$ cat config.mk
export PLATFORM = sky130hd
export DESIGN_NAME = seq_grid_controller
export DESIGN_NICKNAME = d
export VERILOG_FILES = /design/src/rtl/seq_pkg.sv /design/src/rtl/seq_input_sync.sv /design/src/rtl/seq_grid_controller.sv
export SDC_FILE = /design/constraint.sdc
export NUM_CORES = 2
export LEC_CHECK = 0
export CAP_MARGIN = 10
export CORE_MARGIN = 3
export CORE_UTILIZATION = 45
export DETAILED_ROUTE_END_ITERATION = 10
export GPL_ROUTABILITY_DRIVEN = 0
export MAX_ROUTING_LAYER = met4
export PLACE_DENSITY = 0.63
export SYNTH_ARGS = -nofsm -noshare
export SYNTH_HDL_FRONTEND = slang
export SYNTH_SLANG_ARGS = --single-unit
$ cat constraint.sdc
create_clock -name CLOCK_50 -period 4.8 [get_ports CLOCK_50]
set_clock_uncertainty 0.1 [all_clocks]
set_input_delay 0.96 -clock CLOCK_50 [delete_from_list [all_inputs] [get_ports CLOCK_50]]
set_output_delay 0.96 -clock CLOCK_50 [all_outputs]
set_load 0.1 [all_outputs]
$ cat src/rtl/seq_pkg.sv
// Shared constants for the step-sequencer grid controller.
// Latency: n/a (constants, types and a pure helper function only).
// Backpressure: n/a.
// Contents: default grid geometry, Direction one-hot codes, control FSM encoding.
package seq_pkg;

    localparam int DEF_ROWS     = 12;
    localparam int DEF_STEPS    = 16;
    localparam int DEF_PATTERNS = 4;

    // Direction bit assignment: y grows downward, so "up" decrements y.
    localparam logic [3:0] DIR_UP    = 4'b0001;
    localparam logic [3:0] DIR_DOWN  = 4'b0010;
    localparam logic [3:0] DIR_LEFT  = 4'b0100;
    localparam logic [3:0] DIR_RIGHT = 4'b1000;

    typedef enum logic {
        S_IDLE = 1'b0,
        S_REQ  = 1'b1
    } ctrl_state_t;

    function automatic logic is_onehot4(input logic [3:0] v);
        return (v != 4'd0) && ((v & (v - 4'd1)) == 4'd0);
    endfunction

endpackage

$ cat src/rtl/seq_input_sync.sv
// 2-FF synchroniser with previous-value register, rising-edge and change pulses.
// Latency: async_in reaches sync_out after 2 core clock edges; pulses are combinational from sync/prev.
// Backpressure: none; pulses last exactly one cycle and are lost if the consumer ignores them.
// Ports: async_in (W) raw level; sync_out/prev_out synced value and its one-cycle-old copy;
//        rise per-bit rising edge; change = synced value differs from previous.
module seq_input_sync #(
    parameter int W = 1
) (
    input  logic         CLOCK_50,
    input  logic         nReset,
    input  logic [W-1:0] async_in,
    output logic [W-1:0] sync_out,
    output logic [W-1:0] prev_out,
    output logic [W-1:0] rise,
    output logic         change
);

    logic [W-1:0] meta;

    always_ff @(posedge CLOCK_50 or negedge nReset) begin
        if (!nReset) begin
            meta     <= '0;
            sync_out <= '0;
            prev_out <= '0;
        end else begin
            meta     <= async_in;
            sync_out <= meta;
            prev_out <= sync_out;
        end
    end

    assign rise   = sync_out & ~prev_out;
    assign change = |(sync_out ^ prev_out);

endmodule

$ cat src/rtl/seq_grid_controller.sv
// Step-sequencer grid: cursor editing of PATTERNS x STEPS x ROWS cells, draw requests, bar-aligned playback.
// Latency: input to effect is 3 edges (2 sync + 1 register); draw_valid rises the cycle after the event.
// Backpressure: draw_valid/draw_ready handshake; edit events arriving while a request is pending are dropped.
// Ports: Direction/Command/bpm_step async levels; pat_sel edit+requested play pattern; play_en;
//        select_note/play_step playback outputs; draw_* cursor redraw request.
// Option: define SEQ_CURSOR_WRAP_EN to wrap the cursor at grid edges (default: saturate, no request).
module seq_grid_controller
    import seq_pkg::*;
#(
    parameter int ROWS     = DEF_ROWS,
    parameter int STEPS    = DEF_STEPS,
    parameter int PATTERNS = DEF_PATTERNS
) (
    input  logic                        CLOCK_50,
    input  logic                        nReset,
    input  logic [3:0]                  Direction,
    input  logic                        Command,
    input  logic [$clog2(PATTERNS)-1:0] pat_sel,
    input  logic                        play_en,
    input  logic                        bpm_step,
    output logic [ROWS-1:0]             select_note,
    output logic [$clog2(STEPS)-1:0]    play_step,
    output logic                        draw_valid,
    input  logic                        draw_ready,
    output logic [$clog2(STEPS)-1:0]    draw_x,
    output logic [$clog2(ROWS)-1:0]     draw_y,
    output logic [$clog2(STEPS)-1:0]    draw_old_x,
    output logic [$clog2(ROWS)-1:0]     draw_old_y,
    output logic                        draw_state
);

    localparam int XW = $clog2(STEPS);
    localparam int YW = $clog2(ROWS);
    localparam int PW = $clog2(PATTERNS);

    // ---------------- input synchronisers ----------------
    logic [3:0] dir_q, dir_prev, dir_rise;
    logic       dir_chg;
    logic       cmd_q, cmd_prev, cmd_rise, cmd_chg;
    logic       bpm_q, bpm_prev, bpm_rise, bpm_chg;

    seq_input_sync #(.W(4)) u_dir_sync (
        .CLOCK_50 (CLOCK_50), .nReset (nReset), .async_in (Direction),
        .sync_out (dir_q), .prev_out (dir_prev), .rise (dir_rise), .change (dir_chg)
    );

    seq_input_sync #(.W(1)) u_cmd_sync (
        .CLOCK_50 (CLOCK_50), .nReset (nReset), .async_in (Command),
        .sync_out (cmd_q), .prev_out (cmd_prev), .rise (cmd_rise), .change (cmd_chg)
    );

    seq_input_sync #(.W(1)) u_bpm_sync (
        .CLOCK_50 (CLOCK_50), .nReset (nReset), .async_in (bpm_step),
        .sync_out (bpm_q), .prev_out (bpm_prev), .rise (bpm_rise), .change (bpm_chg)
    );

    logic unused_sync;
    assign unused_sync = ^{dir_rise, cmd_q, cmd_prev, cmd_chg, bpm_q, bpm_prev, bpm_chg};

    // Non-one-hot Direction values (released, or two keys held) never generate a move.
    logic dir_evt, cmd_evt, tick;
    assign dir_evt = is_onehot4(dir_q) && dir_chg;
    assign cmd_evt = cmd_rise;
    assign tick    = bpm_rise;

    // ---------------- state ----------------
    ctrl_state_t    state_q, state_d;
    logic [XW-1:0]  cur_x, nx;
    logic [YW-1:0]  cur_y, ny;
    logic [PW-1:0]  last_pat;   // pattern shown by the most recent draw request
    logic [PW-1:0]  play_pat;
    logic [XW-1:0]  play_ptr;
    logic [ROWS-1:0] cells [PATTERNS][STEPS];

    // ---------------- cursor move ----------------
    always_comb begin
        nx = cur_x;
        ny = cur_y;
        case (dir_q)
            DIR_UP: begin
                if (cur_y != '0) ny = cur_y - 1'b1;
`ifdef SEQ_CURSOR_WRAP_EN
                else ny = YW'(ROWS - 1);
`endif
            end
            DIR_DOWN: begin
                if (cur_y != YW'(ROWS - 1)) ny = cur_y + 1'b1;
`ifdef SEQ_CURSOR_WRAP_EN
                else ny = '0;
`endif
            end
            DIR_LEFT: begin
                if (cur_x != '0) nx = cur_x - 1'b1;
`ifdef SEQ_CURSOR_WRAP_EN
                else nx = XW'(STEPS - 1);
`endif
            end
            DIR_RIGHT: begin
                if (cur_x != XW'(STEPS - 1)) nx = cur_x + 1'b1;
`ifdef SEQ_CURSOR_WRAP_EN
                else nx = '0;
`endif
            end
            default: ;
        endcase
    end

    logic idle, move_chg, do_move, do_cmd, do_pat;
    logic cur_cell, next_cell;

    assign idle      = (state_q == S_IDLE);
    assign move_chg  = (nx != cur_x) || (ny != cur_y);
    assign cur_cell  = cells[pat_sel][cur_x][cur_y];
    assign next_cell = cells[pat_sel][nx][ny];

    // Priority: a dir event (even a saturated no-op) drops a same-cycle cmd.
    // A pattern switch waits until no edit is pending, and is remembered across REQ.
    assign do_move = idle && dir_evt && move_chg;
    assign do_cmd  = idle && cmd_evt && !dir_evt;
    assign do_pat  = idle && !dir_evt && !cmd_evt && (pat_sel != last_pat);

    // ---------------- control FSM ----------------
    always_ff @(posedge CLOCK_50 or negedge nReset) begin
        if (!nReset) state_q <= S_IDLE;
        else         state_q <= state_d;
    end

    always_comb begin
        state_d = state_q;
        case (state_q)
            S_IDLE: if (do_move || do_cmd || do_pat) state_d = S_REQ;
            S_REQ:  if (draw_ready)                  state_d = S_IDLE;
            default: state_d = S_IDLE;
        endcase
    end

    always_comb begin
        draw_valid = (state_q == S_REQ);
    end

    // ---------------- cursor / draw registers ----------------
    always_ff @(posedge CLOCK_50 or negedge nReset) begin
        if (!nReset) begin
            cur_x      <= '0;
            cur_y      <= '0;
            draw_old_x <= '0;
            draw_old_y <= '0;
            draw_state <= 1'b0;
            last_pat   <= '0;
        end else if (do_move) begin
            draw_old_x <= cur_x;
            draw_old_y <= cur_y;
            cur_x      <= nx;
            cur_y      <= ny;
            draw_state <= next_cell;
            last_pat   <= pat_sel;
        end else if (do_cmd || do_pat) begin
            // Redraw of the cell in place: old and new coordinates coincide.
            draw_old_x <= cur_x;
            draw_old_y <= cur_y;
            draw_state <= do_cmd ? ~cur_cell : cur_cell;
            last_pat   <= pat_sel;
        end
    end

    assign draw_x = cur_x;
    assign draw_y = cur_y;

    // ---------------- cell storage ----------------
    always_ff @(posedge CLOCK_50 or negedge nReset) begin
        if (!nReset) begin
            for (int p = 0; p < PATTERNS; p++)
                for (int s = 0; s < STEPS; s++)
                    cells[p][s] <= '0;
        end else if (do_cmd) begin
            cells[pat_sel][cur_x][cur_y] <= ~cur_cell;
        end
    end

    // ---------------- playback ----------------
    // Reads use the pre-edge cell contents, so a same-cycle toggle is heard on the next pass.
    always_ff @(posedge CLOCK_50 or negedge nReset) begin
        if (!nReset) begin
            play_ptr    <= '0;
            play_step   <= '0;
            select_note <= '0;
            play_pat    <= '0;
        end else if (!play_en) begin
            play_ptr    <= '0;
            play_step   <= '0;
            select_note <= '0;
            play_pat    <= pat_sel;
        end else if (tick) begin
            select_note <= cells[play_pat][play_ptr];
            play_step   <= play_ptr;
            if (play_ptr == XW'(STEPS - 1)) begin
                play_ptr <= '0;
                play_pat <= pat_sel;   // pattern changes take effect at the bar line
            end else begin
                play_ptr <= play_ptr + 1'b1;
            end
        end
    end

endmodule
; ---- After elaboration in Yosys (flattened, before gate mapping)
; Index checks and enable logic that the tools add are counted.
[word_totals]
out_inout_bits = 34
regBits = 828
elab_cells = 204
inputBits = 12
[classes]
reduce_logical = 25
bitwise = 13
add_sub_neg = 6
mux = 54
eq_ne = 12
n_lt_le_gt_ge = 10
[op_table]
columns = op, count
row1 = $mux W192, 5
row2 = $bmux W192 S2, 2
row3 = $bwmux W768, 1
row4 = $demux W192 S2, 1
row5 = $bmux W12 S4, 3
row6 = $mux W12, 9
row7 = $mux W4, 13
row8 = $demux W12 S4, 1
row9 = $pmux W4 S2, 2
row10 = $ge A5 B5 Y1 const B, 3
row11 = $not A4 Y5, 3
row12 = $add A4 B1 Y4 const B, 3
row13 = $logic_and A1 B1 Y1, 12
row14 = $reduce_bool A4 Y1, 3
row15 = $sub A4 B1 Y4 const B, 3
row16 = $lt A4 B5 Y1 const B, 2
row17 = $mux W2, 5
row18 = $bmux W1 S4, 2
row19 = $eq A4 B4 Y1 const B, 2
row20 = $mux W1, 8
row21 = $ne A4 B4 Y1, 2
row22 = $ne A4 B4 Y1 const B, 2
row23 = $ge A3 B3 Y1 const B, 2
row24 = $not A2 Y3, 2
row25 = 20 further kinds, 29

; ---- Depth between registers and ports, before layout
[depth]
ltp_word = 13
ltp_mapped = 20

; ---- Hierarchy
; Synthesis repeated with hierarchy kept, for this count alone.
[unflattened]
cells_unflattened = 4424
area_unflattened_um2 = 49655.1
[by_module_without_submodules]
columns = module, cells_each, area_each_um2, n_inst
row1 = seq_grid_controller, 4391, 49093.3, 1
row2 = seq_input_sync at u_dir_sync, 21, 371.6, 1
row3 = seq_input_sync at u_bpm_sync ..., 6, 95.1, 2

; ---- Worst setup path after synthesis
; No wires, ideal clock.
[synth_path]
path_type = reg2reg
startpoint = reg cur_x[0] (netlist: draw_x[0])
endpoint = reg draw_state
setup_slack_ns = -0.559
t_required_ns = 4.618
arrival_ns = 5.178
setup_time_ns = 0.082
path_stages_with_launch = 18
path_cell_list = dfrtp_1 > buf_2 > inv_2 > buf_2 > buf_2 > buf_1 > ha_1 > clkbuf_1 > or3b_2 > a221oi_1 > a21o_1 > buf_2 > buf_1 > a311oi_1 > a31oi_1 > a31oi_1 > or4_1 > a31oi_1
[synth_via]
elab_chain_len = 10
word_cells_on_any_way = 27
classes_between = add/sub (2) / eq/ne (2) / mux (16) / bitwise (3) / reduce/logical (4)
[synth_rtl]
columns = item, line_no
row1 = start: declaration, seq_grid_controller.sv:68  ; logic [XW-1:0] cur_x, nx;
row2 = start signal: assignment, seq_grid_controller.sv:153  ; cur_x <= nx;
row3 = "$add A4 B1 Y4, or another cell as far along", seq_grid_controller.sv:99  ; if (cur_x != XW'(STEPS - 1)) nx = cur_x + 1'b1;
row4 = "$mux W4, or another cell as far along", seq_grid_controller.sv:99
row5 = $pmux W4 S2 or $mux W12 (tied branches), "seq_grid_controller.sv:79, seq_grid_controller.sv:113"
row6 = $not A4 Y5 (implied by the code) or $mux W12 (tied branches), "seq_grid_controller.sv:114, seq_grid_controller.sv:113"
row7 = $bmux W12 S4 or $bmux W1 S4 (tied branches), "seq_grid_controller.sv:114, seq_grid_controller.sv:113"
row8 = $mux W12 (implied by the code) or $mux W1 (tied branches), "seq_grid_controller.sv:114, seq_grid_controller.sv:113"
row9 = $mux W12 (implied by the code) or $not A1 Y1 (tied branches), "seq_grid_controller.sv:114, seq_grid_controller.sv:161"
row10 = $bmux W1 S4 or $mux W1 (tied branches), "seq_grid_controller.sv:114, seq_grid_controller.sv:161"
row11 = "$mux W1, on equally long branches", "seq_grid_controller.sv:114, seq_grid_controller.sv:157"
row12 = $mux W1, seq_grid_controller.sv:150  ; end else if (do_move) begin
row13 = end signal: assignment, seq_grid_controller.sv:155  ; draw_state <= next_cell;
row14 = end signal: assignment, seq_grid_controller.sv:161  ; draw_state <= do_cmd ? ~cur_cell : cur_cell;
row15 = end: declaration, seq_grid_controller.sv:29  ; output logic draw_state
; Several ways; a longest one is shown, not always the timed one. The select of a mux whose other input is x is not followed.
; A chain may end at the register's enable or synchronous reset.

; ---- Final worst setup path
; Same ends and word-level chain as after synthesis.

==> report_table.html <==
<table>
<tr><th>Metric</th><th>Value</th></tr>
<tr><th colspan="2">Finish</th></tr>
<tr><td>Fin area</td><td>56200 sq um</td></tr>
<tr><td>Filler cells</td><td>9744</td></tr>
<tr><td>Signed area change from the synthesized netlist to the final layout</td><td>11.8%</td></tr>
<tr><td>Final std cells w/o fill</td><td>5898</td></tr>
<tr><td>Number of nets in the final layout</td><td>4350</td></tr>
<tr><td>Share of final-layout standard cells stronger than drive strength 1</td><td>21.7%</td></tr>
<tr><th colspan="2">Setup path</th></tr>
<tr><td>Kind of critical path</td><td>register to register</td></tr>
<tr><td>Endpoint class of the critical path</td><td>register</td></tr>
<tr><td>FF-to-FF path depth</td><td>14</td></tr>
<tr><td>CP Launch Type</td><td>register</td></tr>
<tr><td>R2R Setup Slk</td><td>0.17 ns</td></tr>
<tr><td>Worst Path Arrival</td><td>5.07 ns</td></tr>
<tr><td>R2r endpoint</td><td>draw_state</td></tr>
<tr><td>Reg-to-reg startpoint</td><td>draw_x[0]</td></tr>
<tr><td>Critical path fanouts, max</td><td>27</td></tr>
<tr><td>Required arrival time at the worst endpoint</td><td>5.24 ns</td></tr>
<tr><th colspan="2">Die</th></tr>
<tr><td>Floorplan Core Area</td><td>111000 sq um</td></tr>
<tr><td>Initial core utilization</td><td>45.4%</td></tr>
<tr><td>Chip Width</td><td>340 microns</td></tr>
<tr><td>Die area</td><td>116000 sq um</td></tr>
<tr><td>Core Rows</td><td>122</td></tr>
<tr><td>Number of top-level design ports</td><td>46</td></tr>
<tr><td>Vert. Die Dim</td><td>340 microns</td></tr>
<tr><th colspan="2">Hold path</th></tr>
<tr><td>Min-Delay Endpoint</td><td>u_dir_sync.sync_out[2]</td></tr>
<tr><td>Startpoint of the tightest hold check path</td><td>u_dir_sync.meta[2]</td></tr>
<tr><td>Cell depth of the worst min-delay path</td><td>0</td></tr>
<tr><td>Path category of the worst min-delay check</td><td>register to register</td></tr>
<tr><th colspan="2">Place</th></tr>
<tr><td>HPWL after DPL</td><td>108000 microns</td></tr>
<tr><td>Setup Slack @ Placement</td><td>-0.0816 ns</td></tr>
<tr><td>Port buffer count</td><td>45</td></tr>
<tr><td>Standard cell area after detailed placement</td><td>53000 sq um</td></tr>
<tr><td>Count of placed standard cells including taps</td><td>5723</td></tr>
<tr><th colspan="2">Synth</th></tr>
<tr><td>Multiplexer share of the synthesized area</td><td>28.0%</td></tr>
<tr><td>Compound-Gate Fraction of Synth Area</td><td>18.5%</td></tr>
<tr><td>Count of flip-flops with a built-in enable after synthesis</td><td>0</td></tr>
<tr><td>Share of flip-flops with an asynchronous set or reset</td><td>100%</td></tr>
<tr><td>Flops &amp; latches, synth</td><td>828</td></tr>
<tr><td>Area share of the leading cell type in the synthesized netlist</td><td>41.2%</td></tr>
<tr><td>Post-synthesis average cell area</td><td>11.2 sq um</td></tr>
<tr><td>Share of the yosys chip area belonging to registers</td><td>41.2%</td></tr>
<tr><td>Total of warnings raised by yosys</td><td>0</td></tr>
<tr><td>Cell type with the largest total area after synthesis</td><td>dfrtp_1</td></tr>
<tr><td>Most common cell in the synthesized netlist</td><td>dfrtp_1</td></tr>
<tr><td>Synth top area cells</td><td>dfrtp_1 41%, mux4_2 24%, o31ai_1 9.4%</td></tr>
<tr><td>Most frequently used flop master after synthesis</td><td>dfrtp_1</td></tr>
<tr><td>Number of distinct library cell variants in the gate-level netlist after synthesis</td><td>64</td></tr>
<tr><td>Net count after synthesis</td><td>4493</td></tr>
<tr><td>Area of the mapped netlist</td><td>50300 sq um</td></tr>
<tr><td>Post-Synth Adder-Cell Area</td><td>0.249%</td></tr>
<tr><td>Combinational family with the most area after synthesis</td><td>multiplexers</td></tr>
<tr><td>Top cells by instance count after synthesis</td><td>828 x dfrtp_1, 682 x o21ai_0, 627 x o31ai_1</td></tr>
<tr><td>Fraction of the mapped netlist area in simple logic gates</td><td>6.50%</td></tr>
<tr><td>Count of mapped cells out of synthesis</td><td>4471</td></tr>
<tr><td>Parity-gate share of the synthesized area counting xor and xnor cells</td><td>0.226%</td></tr>
<tr><th colspan="2">CTS</th></tr>
<tr><td>Max clock buf depth</td><td>3</td></tr>
<tr><td>Number of CTS-inserted buffers</td><td>91</td></tr>
<tr><td>CTS clk-pin slew, worst paths</td><td>0.06 ns</td></tr>
<tr><td>Buffer cell driving the clock tree root</td><td>clkbuf_16</td></tr>
<tr><td>Clock tree from TritonCTS</td><td>built</td></tr>
<tr><td>Clock H-tree levels</td><td>3</td></tr>
<tr><td>Total clock sinks</td><td>828</td></tr>
<tr><td>Cts-stage hold buffer count</td><td>0</td></tr>
<tr><td>Number of cells upsized or downsized after cts</td><td>0</td></tr>
<tr><td>Post-CTS setup buffer count</td><td>0</td></tr>
<tr><td>Clock network latency to the later pin of the worst-skew pair</td><td>0.68 ns</td></tr>
<tr><th colspan="2">Timing</th></tr>
<tr><td>Fmax</td><td>0.216 GHz</td></tr>
<tr><td>Final period demand of the worst path</td><td>4.63 ns</td></tr>
<tr><td>Final critical-path share of the clock period</td><td>96.6%</td></tr>
<tr><td>Final setup violating endpoints</td><td>0</td></tr>
<tr><td>Slew at the pin with the worst max-slew slack</td><td>1.17 ns</td></tr>
<tr><td>RSZ-0062 raised after global routing</td><td>no</td></tr>
<tr><td>Final setup slack of the worst path</td><td>0.165 ns</td></tr>
<tr><td>Worst hold-check slack</td><td>0.244 ns</td></tr>
<tr><td>Max-slew headroom</td><td>21.4%</td></tr>
<tr><td>Final Hold Viols</td><td>0</td></tr>
<tr><td>Max-slew violation count</td><td>0</td></tr>
<tr><th colspan="2">Route</th></tr>
<tr><td>DR vias/cell</td><td>6.78</td></tr>
<tr><td>Drc violations</td><td>0</td></tr>
<tr><td>Via count</td><td>40000</td></tr>
<tr><td>Average wire per cell in the routed design</td><td>28.4 microns</td></tr>
<tr><td>Violation count after the first detailed-route iteration</td><td>5213</td></tr>
<tr><td>Number of routed nets with antenna violations</td><td>0</td></tr>
<tr><td>Routed wire length</td><td>168000 microns</td></tr>
<tr><td>Length of the first detailed-routing pass in iterations</td><td>6</td></tr>
<tr><th colspan="2">Pwr</th></tr>
<tr><td>Sequential group share of total power</td><td>29.8%</td></tr>
<tr><td>Switching portion of total power</td><td>41.4%</td></tr>
<tr><td>Sw Pwr</td><td>10.2 mW</td></tr>
<tr><td>Peak supply drop</td><td>0.428 mV</td></tr>
<tr><td>Part of the power in the clock network</td><td>30.6%</td></tr>
<tr><td>PwrDens</td><td>439 nW/um^2</td></tr>
<tr><td>Logic gate share of total power</td><td>39.6%</td></tr>
<tr><td>Pwr Total</td><td>24.7 mW</td></tr>
<tr><td>Internal power</td><td>14.5 mW</td></tr>
<tr><td>Static leakage</td><td>22.9 nW</td></tr>
<tr><th colspan="2">Global route</th></tr>
<tr><td>Number of antenna violations at the first check in global routing</td><td>6</td></tr>
<tr><td>Total congestion overflow after global routing</td><td>0</td></tr>
<tr><td>Number of global-route vias before repair</td><td>38200</td></tr>
<tr><td>Pin count of the biggest net entering global routing</td><td>137</td></tr>
<tr><td>Wire length of the first global-routing pass</td><td>255000 microns</td></tr>
<tr><td>Aggregate global-route resource usage</td><td>29.7%</td></tr>
<tr><th colspan="2">Job</th></tr>
<tr><td># Max-Cap Violations</td><td>0</td></tr>
<tr><th colspan="2">Outcome</th></tr>
<tr><td>Run status</td><td>finished, final reports clean</td></tr>
</table>
cell type report:
class / instances / area [sq um] / share of cell area (%)
diodes: 7 / 17.5 / 0.0312
clock buffers: 122 / 2630 / 4.68
clock inverters: 46 / 564 / 1.00
inverters: 134 / 503 / 0.895
multi-input cells: 3014 / 27100 / 48.2
flip-flops and latches: 828 / 20700 / 36.9
well taps: 1488 / 1860 / 3.31
repair buffers: 259 / 2800 / 4.98
metrics by stage:
step / TNS (ns) / util (%)
after global placement: -0.163 / 47.8
final: 0 / 50.7
after floorplan: 0 / -
after CTS: 0 / 50.7
after detailed placement: -4.15 / 47.8
after global routing: 0 / 50.7
power by group through the flow:
stage	sequential (mW)	clock, mW	combinational, mW
2_1_floorplan	7.73	0	5.36
3_3_place_gp	7.48	0	9.47
3_5_place_dp	7.48	0	9.50
4_1_cts	7.35	7.62	9.54
5_1_grt	7.38	7.91	10.1
6_report	7.36	7.54	9.77
flip-flops by register name, summed over array words and instances, names as in the netlist:
name                 count
u_bpm_sync.prev_out      1
u_dir_sync.prev_out      4
u_cmd_sync.sync_out      1
draw_state               1
u_cmd_sync.meta          1
u_bpm_sync.meta          1
u_dir_sync.sync_out      4
play_ptr                 4
play_pat                 2
play_step                4
draw_y                   4
draw_old_x               4
select_note             12
draw_old_y               4
u_dir_sync.meta          4
cells                  768
last_pat                 2
u_cmd_sync.prev_out      1
draw_x                   4
draw_valid               1
u_bpm_sync.sync_out      1
routing by layer:
layer	vias to the layer above	part of all wire [%]	GRT usage, %
met5	-	0	-
met4	0	5.1	13.3
met3	468	11	6.40
met2	2239	44	42.5
met1	20200	40	40.9
li1	17000	-	-
logic make-up after synthesis:
family | after synthesis
buf+inv | 629
compound gates | 1481
xor+xnor | 13
simple gates | 765
mux | 745
flops | 828
fa+ha+maj | 10
how the worst max path moves through the flow:
stage                          start    endpoint  slack, ns
after floorplan            draw_x[0]  draw_state      0.006
after global placement    pat_sel[0]  cells[525]      -0.02
after detailed placement  pat_sel[0]  cells[356]      -0.08
after CTS                  draw_x[0]  draw_state       0.36
after global routing       draw_x[0]  draw_state       0.01
final                      draw_x[0]  draw_state       0.17
critical path, stage by stage (launching register included):
cell	delay, ns
dfrtp_4	0.45
buf_4	0.29
ha_1	0.34
and3_1	0.22
buf_4	0.46
a21oi_1	0.25
a21o_4	0.39
buf_12	0.24
nor2_1	0.10
nor2_1	0.05
o21ai_0	0.60
a32oi_1	0.19
or4_1	0.48
nand4_1	0.20
a31oi_1	0.11
cells in the final DEF, fill, tap and decap left out, types with 21 or more instances in the layout:
cell type        netlist  routed
a21oi_1               42      41
a31oi_1               21      21
buf_12                 0      58
buf_4                 19     156
clkbuf_16              0      95
clkdlybuf4s50_1        0      42
dfrtp_1              828     821
inv_1                131     131
mux2i_1              202     202
mux4_2               529     529
nand2_1              516     511
nand3_1               58      51
nor2_1                66      64
o211ai_1              21      21
o21ai_0              682     682
o31ai_1              627     627
(Power assumes the default switching activity.)
